===== src/rtl/map_pkg.sv =====
// Shared map geometry, tile/direction encodings and address helpers for the ball mover.
package map_pkg;

    localparam int MAP_W_DFLT = 128;
    localparam int MAP_H_DFLT = 128;
    localparam int COORD_W    = 7;
    localparam int ADDR_W     = 14;
    localparam int TILE_W     = 4;

    typedef enum logic [TILE_W-1:0] {
        TILE_FLOOR = 4'd0,
        TILE_WALL  = 4'd1,
        TILE_GOAL  = 4'd2
    } tile_t;

    typedef enum logic [1:0] {
        DIR_UP,
        DIR_DOWN,
        DIR_LEFT,
        DIR_RIGHT
    } dir_t;

    function automatic logic [ADDR_W-1:0] cell_addr(
        input logic [COORD_W-1:0] x,
        input logic [COORD_W-1:0] y,
        input logic [ADDR_W-1:0]  w
    );
        return ADDR_W'(x) + ADDR_W'(y) * w;
    endfunction

    // Buttons arrive as {up,down,left,right}; up wins, right is the fallback.
    function automatic dir_t pick_dir(input logic [3:0] btn);
        if (btn[3])      return DIR_UP;
        else if (btn[2]) return DIR_DOWN;
        else if (btn[1]) return DIR_LEFT;
        else             return DIR_RIGHT;
    endfunction

endpackage


===== src/rtl/ball_mover_if.sv =====
// Read-only port into the map BRAM: ball_mover drives the address, the BRAM returns the tile.
interface ball_mover_if;
    logic [map_pkg::ADDR_W-1:0] map_addr_out;
    logic [map_pkg::TILE_W-1:0] map_data_in;

    modport master (output map_addr_out, input  map_data_in);
    modport slave  (input  map_addr_out, output map_data_in);
endinterface


===== src/rtl/step_divider.sv =====
// Frame-tick divider: counts enabled ticks and flags the tick that wraps the count.
module step_divider #(
    parameter int FRAMES_PER_STEP = 4
) (
    input  logic i_clk,
    input  logic i_rst_n,
    input  logic i_clr,
    input  logic i_en,
    input  logic i_tick,
    output logic o_step_en
);

    localparam int CNT_W = (FRAMES_PER_STEP > 1) ? $clog2(FRAMES_PER_STEP) : 1;
    localparam logic [CNT_W-1:0] TC = CNT_W'(FRAMES_PER_STEP - 1);

    logic [CNT_W-1:0] r_cnt;
    logic             w_adv;

    // A clear in the same cycle as a tick wins: the tick is not counted.
    assign w_adv     = i_tick & i_en & ~i_clr;
    assign o_step_en = w_adv & (r_cnt == TC);

    always_ff @(posedge i_clk or negedge i_rst_n) begin
        if (!i_rst_n) begin
            r_cnt <= '0;
        end else if (i_clr) begin
            r_cnt <= '0;
        end else if (w_adv) begin
            r_cnt <= (r_cnt == TC) ? '0 : r_cnt + 1'b1;
        end
    end

endmodule


===== src/rtl/ball_mover.sv =====
// Owns the ball's map cell; every FRAMES_PER_STEP frames tries one step, checked against the map tile.
//   state    | meaning
//   ST_IDLE  | counting frame ticks, waiting for a movement opportunity
//   ST_CALC  | target cell computed; map edge -> bump, else issue map read
//   ST_WAIT  | holding map address for RD_LAT cycles
//   ST_CHECK | tile valid: wall -> bump, else commit move (goal sets sticky flag)
module ball_mover
    import map_pkg::*;
#(
    parameter int MAP_W           = MAP_W_DFLT,
    parameter int MAP_H           = MAP_H_DFLT,
    parameter int FRAMES_PER_STEP = 4,
    parameter int RD_LAT          = 2,
    parameter int START_X         = 1,
    parameter int START_Y         = 1
) (
    input  logic               pixel_clk_in,
    input  logic               rst_in,
    input  logic               frame_tick_in,
    input  logic [3:0]         dir_in,
    input  logic               restart_in,
    ball_mover_if.master       map_if,
    output logic [COORD_W-1:0] ballx_out,
    output logic [COORD_W-1:0] bally_out,
    output logic               busy_out,
    output logic               moved_out,
    output logic               bump_out,
    output logic               goal_out
);

    typedef enum logic [1:0] {ST_IDLE, ST_CALC, ST_WAIT, ST_CHECK} state_t;

    localparam int WC_W = (RD_LAT > 1) ? $clog2(RD_LAT) : 1;
    localparam logic [COORD_W-1:0] X_MAX   = COORD_W'(MAP_W - 1);
    localparam logic [COORD_W-1:0] Y_MAX   = COORD_W'(MAP_H - 1);
    localparam logic [COORD_W-1:0] X_START = COORD_W'(START_X);
    localparam logic [COORD_W-1:0] Y_START = COORD_W'(START_Y);

    state_t             r_state, w_state_nxt;
    dir_t               r_dir;
    logic [WC_W-1:0]    r_wcnt;
    logic [ADDR_W-1:0]  r_map_addr;
    logic [COORD_W-1:0] r_bx, r_by;
    logic [COORD_W-1:0] w_tx, w_ty;
    logic               r_moved, r_bump, r_goal;
    logic               w_idle, w_step_en, w_go, w_edge, w_busy;

    assign w_idle = (r_state == ST_IDLE);
    assign w_go   = w_step_en & (dir_in != 4'b0000) & ~r_goal;

    step_divider #(
        .FRAMES_PER_STEP (FRAMES_PER_STEP)
    ) u_step_divider (
        .i_clk     (pixel_clk_in),
        .i_rst_n   (rst_in),
        .i_clr     (restart_in),
        .i_en      (w_idle),
        .i_tick    (frame_tick_in),
        .o_step_en (w_step_en)
    );

    // Target is derived from the held ball position, so it stays valid through CHECK.
    always_comb begin
        w_tx   = r_bx;
        w_ty   = r_by;
        w_edge = 1'b0;
        case (r_dir)
            DIR_UP:    if (r_by == '0)    w_edge = 1'b1; else w_ty = r_by - 1'b1;
            DIR_DOWN:  if (r_by == Y_MAX) w_edge = 1'b1; else w_ty = r_by + 1'b1;
            DIR_LEFT:  if (r_bx == '0)    w_edge = 1'b1; else w_tx = r_bx - 1'b1;
            DIR_RIGHT: if (r_bx == X_MAX) w_edge = 1'b1; else w_tx = r_bx + 1'b1;
            default:   w_edge = 1'b0;
        endcase
    end

    always_comb begin
        w_state_nxt = r_state;
        w_busy      = (r_state != ST_IDLE);
        case (r_state)
            ST_IDLE:  if (w_go) w_state_nxt = ST_CALC;
            ST_CALC:  w_state_nxt = w_edge ? ST_IDLE : ST_WAIT;
            ST_WAIT:  if (r_wcnt == '0) w_state_nxt = ST_CHECK;
            ST_CHECK: w_state_nxt = ST_IDLE;
            default:  w_state_nxt = ST_IDLE;
        endcase
        if (restart_in) w_state_nxt = ST_IDLE;
    end

    always_ff @(posedge pixel_clk_in or negedge rst_in) begin
        if (!rst_in) r_state <= ST_IDLE;
        else         r_state <= w_state_nxt;
    end

    always_ff @(posedge pixel_clk_in or negedge rst_in) begin
        if (!rst_in) begin
            r_bx       <= X_START;
            r_by       <= Y_START;
            r_map_addr <= '0;
            r_wcnt     <= '0;
            r_dir      <= DIR_UP;
            r_moved    <= 1'b0;
            r_bump     <= 1'b0;
            r_goal     <= 1'b0;
        end else begin
            r_moved <= 1'b0;
            r_bump  <= 1'b0;
            if (restart_in) begin
                r_bx   <= X_START;
                r_by   <= Y_START;
                r_goal <= 1'b0;
            end else begin
                case (r_state)
                    ST_IDLE: if (w_go) r_dir <= pick_dir(dir_in);
                    ST_CALC: begin
                        if (w_edge) begin
                            r_bump <= 1'b1;
                        end else begin
                            r_map_addr <= cell_addr(w_tx, w_ty, ADDR_W'(MAP_W));
                            r_wcnt     <= WC_W'(RD_LAT - 1);
                        end
                    end
                    ST_WAIT: if (r_wcnt != '0) r_wcnt <= r_wcnt - 1'b1;
                    ST_CHECK: begin
                        if (map_if.map_data_in == TILE_WALL) begin
                            r_bump <= 1'b1;
                        end else begin
                            r_bx    <= w_tx;
                            r_by    <= w_ty;
                            r_moved <= 1'b1;
                            if (map_if.map_data_in == TILE_GOAL) r_goal <= 1'b1;
                        end
                    end
                    default: ;
                endcase
            end
        end
    end

    assign map_if.map_addr_out = r_map_addr;
    assign ballx_out           = r_bx;
    assign bally_out           = r_by;
    assign busy_out            = w_busy;
    assign moved_out           = r_moved;
    assign bump_out            = r_bump;
    assign goal_out            = r_goal;

endmodule

===== src/flat_wrapper.sv =====
// flat-port wrapper written by rule: the top's interface ports become plain ports
module ball_mover_flat import map_pkg::*;
#(
    parameter int MAP_W           = MAP_W_DFLT,
    parameter int MAP_H           = MAP_H_DFLT,
    parameter int FRAMES_PER_STEP = 4,
    parameter int RD_LAT          = 2,
    parameter int START_X         = 1,
    parameter int START_Y         = 1
)
  (pixel_clk_in, rst_in, frame_tick_in, dir_in, restart_in, ballx_out, bally_out, busy_out, moved_out, bump_out, goal_out, map_if_map_addr_out, map_if_map_data_in);
  ball_mover_if map_if_i ();
  input  logic pixel_clk_in;
  input  logic rst_in;
  input  logic frame_tick_in;
  input  logic [3:0] dir_in;
  input  logic restart_in;
  output logic [COORD_W-1:0] ballx_out;
  output logic [COORD_W-1:0] bally_out;
  output logic busy_out;
  output logic moved_out;
  output logic bump_out;
  output logic goal_out;
  output wire logic [$bits(map_if_i.map_addr_out)-1:0] map_if_map_addr_out;
  input wire logic [$bits(map_if_i.map_data_in)-1:0] map_if_map_data_in;
  assign map_if_map_addr_out = map_if_i.map_addr_out;
  assign map_if_i.map_data_in = map_if_map_data_in;
  ball_mover #(.MAP_W(MAP_W), .MAP_H(MAP_H), .FRAMES_PER_STEP(FRAMES_PER_STEP), .RD_LAT(RD_LAT), .START_X(START_X), .START_Y(START_Y)) u_core (.pixel_clk_in(pixel_clk_in), .rst_in(rst_in), .frame_tick_in(frame_tick_in), .dir_in(dir_in), .restart_in(restart_in), .map_if(map_if_i), .ballx_out(ballx_out), .bally_out(bally_out), .busy_out(busy_out), .moved_out(moved_out), .bump_out(bump_out), .goal_out(goal_out));
endmodule

===== config.mk =====
export PLATFORM = sky130hd
export DESIGN_NAME = ball_mover_flat
export DESIGN_NICKNAME = d
export VERILOG_FILES = /design/src/rtl/map_pkg.sv /design/src/rtl/ball_mover_if.sv /design/src/rtl/step_divider.sv /design/src/rtl/ball_mover.sv /design/src/flat_wrapper.sv
export SDC_FILE = /design/constraint.sdc
export NUM_CORES = 1
export LEC_CHECK = 0
export ABC_AREA = 1
export BUFFER_PORTS_ARGS = -buffer_cell sky130_fd_sc_hd__buf_2
export CORE_UTILIZATION = 50
export CTS_CLUSTER_DIAMETER = 30
export CTS_CLUSTER_SIZE = 8
export DETAILED_ROUTE_END_ITERATION = 16
export GPL_TIMING_DRIVEN = 0
export PLACE_DENSITY = 0.71
export SLEW_MARGIN = 20
export SYNTH_ARGS = -nofsm -noshare
export SYNTH_HDL_FRONTEND = slang
export SYNTH_SLANG_ARGS = --single-unit

===== constraint.sdc =====
create_clock -name pixel_clk_in -period 4.68 [get_ports pixel_clk_in]
set_clock_uncertainty 0.15 [all_clocks]
set_input_delay 0.234 -clock pixel_clk_in [delete_from_list [all_inputs] [get_ports pixel_clk_in]]
set_output_delay 0.234 -clock pixel_clk_in [all_outputs]
set_load 0.01 [all_outputs]

* After elaboration in Yosys (flattened, before gate mapping)
Cells that the tools add are included.
** Storage, ports and cells
- Bits in registers :: 38
- Bits of input ports :: 12
- Output and inout bits :: 32
- Word-level logic and storage cells :: 98
** Operators by class
- Add/sub/neg operators :: 7
- Equal/unequal tests :: 15
- Multiplexer cells :: 42
- Bitwise operators :: 8
- Reductions and logical operators :: 16
** Operators by type and width (count)
- $mux 7 :: 10
- $pmux 7 s2 :: 2
- $mux 2 :: 9
- $mux 1 :: 17
- $add 7x1->7 const B :: 2
- $add 7x14->14 :: 1
- $eq 7x7->1 const B :: 2
- $logic_not 7->1 :: 2
- $sub 7x1->7 const B :: 2
- $reduce_and 3->1 :: 4
- $eq 2x2->1 const B :: 5
- $reduce_bool 2->1 :: 5
- $pmux 2 s4 :: 1
- $and 1x1->1 :: 5
- $eq 2x1->1 const B :: 2
- $eq 4x1->1 const B :: 1
- $eq 4x2->1 const B :: 1
- $logic_not 2->1 :: 2
- $ne 2x2->1 const B :: 2
- $pmux 1 s2 :: 2
- $pmux 1 s4 :: 1
- $reduce_and 2->1 :: 2
- $reduce_bool 4->1 :: 1
- $ne 3x2->1 const B :: 1
- other kinds (4) :: 6

* Logic depth before layout (Yosys ltp)
- Depth in word-level cells :: 9
- Depth in mapped cells :: 11

* Modules after synthesis
From an unflattened synthesis, not the netlist that was laid out.
** Unflattened totals
- Cells, all modules :: 367
- Area, all modules :: 2537.4 um^2
** Modules (own cells, without submodules)
- ball_mover :: times used 1, cells an instance 353, area an instance 2417.3 um^2, sequential area each 903.4 um^2
- step_divider :: times used 1, cells an instance 14, area an instance 120.1 um^2, sequential area each 50.0 um^2

* Least setup slack after synthesis
No wires, ideal clock.
- Path kind :: register to register
- Start point :: register u_core.r_by[0] (netlist: u_core.bally_out[0])
- End point :: register u_core.r_map_addr[9] (netlist: u_core.map_if.map_addr_out[9])
- Setup time :: 0.065 ns
- Arrival :: 1.608 ns
- Setup slack :: 2.857 ns
- Cell stages (with the launch flop) :: 11
- Buffers on the path :: 1
- Cell sequence :: dfstp_2 > inv_1 > ha_1 > inv_1 > nor2_1 > nand4_2 > nand4_2 > nor2_4 > buf_6 > nand2_1 > nand2_1
** Between the ends
- Longest elaborated chain between the ends :: 5
** Ends and longest elaborated chain
- start: declaration :: line ball_mover.sv:43 : logic [COORD_W-1:0] r_bx, r_by;
- start signal: assignment :: line ball_mover.sv:128 : r_by <= w_ty;
- parallel branches: the longest is 5 deep, another holds $add 7x14->14
- end signal: assignment :: line ball_mover.sv:118 : r_map_addr <= cell_addr(w_tx, w_ty, ADDR_W'(MAP_W));
- end: declaration :: line ball_mover.sv:42 : logic [ADDR_W-1:0] r_map_addr;
Several ways; the timed one is not identified.
A chain may end at the register's enable or synchronous reset.

* Final worst setup path
- Start point :: register u_core.r_by[0] (netlist: u_core.bally_out[0])
- End point :: register u_core.r_map_addr[4] (netlist: u_core.map_if.map_addr_out[4])
** Between the ends
- Longest elaborated chain between the ends :: 5
** Ends and longest elaborated chain
- $eq 7x7->1 / $logic_not 7->1 (equally long branches) :: line ball_mover.sv:69, ball_mover.sv:68
- $mux 1 (on tied branches) :: line ball_mover.sv:69, ball_mover.sv:68
- $pmux 1 s4 (*) :: line ball_mover.sv:67 : case (r_dir)
- $not 1->1 (no line) (*)
- $reduce_and 3->1 (no line) (*)
Every way passes the cells marked *; elsewhere a longest branch is shown, timed or not.

==> flow_metrics.py <==
metrics = {
    "setup_path": {
        "arrival_ps": 2130,
        "crit_slowest_cell": "dfstp_2",
        "crit_type": "reg -> reg",
        "crit_fanout": 10,
        "cp-end-kind": "register",
        "crit_required_ps": 4760,
        "crit_buf_inv": 3,
        "path_cells": "inv_1, ha_1, inv_1, nor2_1, nand4_2, nand4_2, nor2_4, buf_6, nand2_1, nand2_1",
        "max_stage_delay_ps": 610,
        "critical-path-top-delay-family": "simple AND/OR/NAND/NOR gates",
        "startpoint_type": "register",
    },
    "logic_synthesis": {
        "ys_seq_elements": 38,
        "yosysSeqAreaShare_pct": 37.8,
        "avgSynthCellArea_sq_um": 6.88,
        "ys_warn_count": 0,
        "synth.distinct_cells": 30,
        "synth_area_sq_mm": 0.00252,
        "synth_edf_count": 0,
        "synth.area.top_cells": "dfrtp_1, nand2_1, nand3_1",
        "async_flop_share_pct": 100,
        "synth_top_area_share_pct": 35.7,
        "syn_nets": 386,
        "synthCells": 367,
        "synthFlopType": "dfrtp_1",
        "yosysTopAreaCell": "dfrtp_1",
    },
    "clock_network": {
        "cts_resized": 0,
        "htreeDepth": 2,
        "worst_skew_pair.late_latency_ps": 290,
        "post_cts_buffers": 0,
        "clkSlewWorstSetupHoldPaths_ps": 80,
        "numCtsBuffers": 5,
        "postCtsHoldBufs": 1,
        "clock_sinks": 38,
        "clock_path_buffers": 2,
        "clockRootBuffer": "clkbuf_8",
        "cts_tree": "done",
    },
    "floorplan": {
        "core_region_area_sq_mm": 0.00479,
        "die_h_um": 73.1,
        "die-area_sq_mm": 0.00534,
        "pin_count": 44,
        "die_x_um": 73.1,
        "rows": 25,
        "start_util_pct": 52.8,
    },
    "detailed_routing": {
        "drt-initial-drc-count": 188,
        "post_drt_wl_per_cell_um": 12.4,
        "drc": 0,
        "vias": 2454,
        "wl_um": 6020,
        "firstDrtPassIters": 5,
        "vias_per_cell": 5.06,
        "ant_nets": 0,
    },
    "global_route": {
        "grt_pass1_vias": 2197,
        "grt_antenna_before_repair": 0,
        "grt_usage_pct": 24.9,
        "grt_pass1_wl_um": 10000,
        "grt_max_degree": 39,
        "grt-ovfl-total": 0,
    },
    "finish": {
        "nets": 436,
        "fillerInstances": 461,
        "area_growth_pct": 16.3,
        "finish.utilization_pct": 61.3,
        "layout-drive-gt1-share_pct": 20.3,
        "num_antenna_cells": 0,
    },
    "place": {
        "port_buffers": 42,
        "dp_hpwl_um": 4490,
        "gp_congestion": 0.868,
    },
    "power": {
        "ir_worst_vdd_uv": 261,
        "p_per_area_mw_per_mm2": 292,
        "leakage_nw": 1.64,
    },
    "min_path": {
        "hold_class": "in -> reg",
    },
    "status": {
        "run_status": "finished clean",
    },
    "timing": {
        "hold_violations": 0,
        "slew_viol_final": 0,
        "finalSetupViolCount": 0,
        "relSlewSlack_pct": 44.0,
        "rsz0062_at_grt": "false",
        "fmax_mhz": 488,
        "min_period_ps": 2050,
        "period_share_pct": 43.8,
        "setup_tns_ps": 0,
        "worst_pin_slew_ps": 841,
    },
    "job": {
        "drv_cap": 0,
    },
}
==> routing by layer <==
metal	vias up	wire (um)	global-route usage (%)	share of wire (%)
met4	0	112	9.37	1.9
met5	-	0	0	0
met1	1104	2920	34.9	48
li1	1255	-	-	-
met3	13	336	4.83	5.6
met2	82	2650	38.1	44
==> layout by cell type, fill, tap and decap left out, types with 2 or more instances in the layout <==
cell,n
nor2_1,23
a21oi_1,6
xnor2_1,2
clkbuf_1,2
buf_6,4
buf_4,2
inv_1,38
dfrtp_1,36
buf_2,44
nand4_2,2
nor2_4,3
ha_1,7
xor2_1,4
nor2_2,10
dfstp_2,2
nand2_1,147
clkbuf_8,5
nand4_1,5
inv_2,5
o21ai_0,18
o22ai_1,2
nand2_2,3
nand3_1,37
==> report_power, final <==
group / total [mW] / switching (mW) / internal (mW)
clock: 0.273 / 0.113 / 0.160
sequential: 0.371 / 0.0179 / 0.354
combinational: 0.213 / 0.147 / 0.0656
total: 0.857 / 0.278 / 0.579
==> flip-flops by register name, indices dropped and copies added, names as in the netlist <==
register / cells
u_core.bump_out: 1
u_core.r_wcnt: 1
u_core.goal_out: 1
u_core.u_step_divider.r_cnt: 2
u_core.moved_out: 1
u_core.r_dir: 2
u_core.ballx_out: 7
u_core.bally_out: 7
u_core.r_state: 2
u_core.map_if.map_addr_out: 14
==> logic make-up (layout without fill, tap and decap cells) <==
logic type / Yosys count / in the layout / share of synthesized area [%]
AOI/OAI and AO/OA: 30 / 30 / 6.39
adders and majority gates: 7 / 7 / 3.47
DFF: 38 / 38 / 37.8
and+or+nand+nor: 233 / 233 / 40.7
xor gates and xnor gates: 6 / 6 / 2.08
buffers and inverters: 53 / 104 / 9.61
==> final timing paths <==
| path | start | end | slack, ps | cells after the start |
|---|---|---|---|---|
| max | u_core.bally_out[0]$_DFFE_PN1P_ | u_core.map_if.map_addr_out[4]$_DFFE_PN0P_ | 2630 | 10 |
| min | restart_in | u_core.r_state[1]$_DFFE_PN0P_ | 70 | 2 |
| max reg2reg | u_core.bally_out[0]$_DFFE_PN1P_ | u_core.map_if.map_addr_out[4]$_DFFE_PN0P_ | 2630 | 10 |
| min reg2reg | u_core.map_if.map_addr_out[12]$_DFFE_PN0P_ | u_core.map_if.map_addr_out[12]$_DFFE_PN0P_ | 330 | 2 |
| max in group asynchronous | rst_in | u_core.map_if.map_addr_out[10]$_DFFE_PN0P_ | 3420 | 2 |
| min in group asynchronous | rst_in | u_core.bally_out[5]$_DFFE_PN0P_ | 440 | 2 |
==> worst reg2reg max path, delay by kind of cell, from the launching register on <==
family	cells	cell delay, ps
simple gates	6	650
buf+inv	3	360
flops	1	610
fa+ha+maj	1	230
==> layout make-up <==
cell class | instances | area, sq um | area share, %
Clock inverter | 1 | 30.0 | 1.02
Tap cell | 67 | 83.8 | 2.86
Clock buffer | 7 | 76.3 | 2.60
Inverter | 44 | 168 | 5.71
Multi-Input combinational cell | 276 | 1330 | 45.3
Timing Repair Buffer | 43 | 220 | 7.50
Buffer | 9 | 75.1 | 2.56
Sequential cell | 38 | 953 | 32.5
==> through the flow <==
stage	instances	instance area (sq um)	power, mW	hold WS (ps)	setup slack, ps
global placement	476	2820	0.584	243	2670
detailed placement	476	2820	0.587	261	2660
floorplan	367	2520	0.523	-212	2860
finish	485	2940	0.857	70.4	2630
CTS	485	2940	0.863	57.3	2640
global route	485	2940	0.902	86.3	2480
==> synthesized netlist by cell type, types with 2 or more instances <==
cell type	count
buf_2	2
o22ai_1	2
ha_1	7
dfrtp_1	36
nor2_1	23
o21ai_0	18
inv_1	38
xnor2_1	2
nor2_4	3
inv_2	5
xor2_1	4
dfstp_2	2
nor2_2	10
nand3_1	37
nand2_2	3
a21oi_1	6
buf_4	2
nand2_1	147
nand4_2	2
buf_6	4
nand4_1	5
Note: power is estimated with default switching activity, not from simulation.
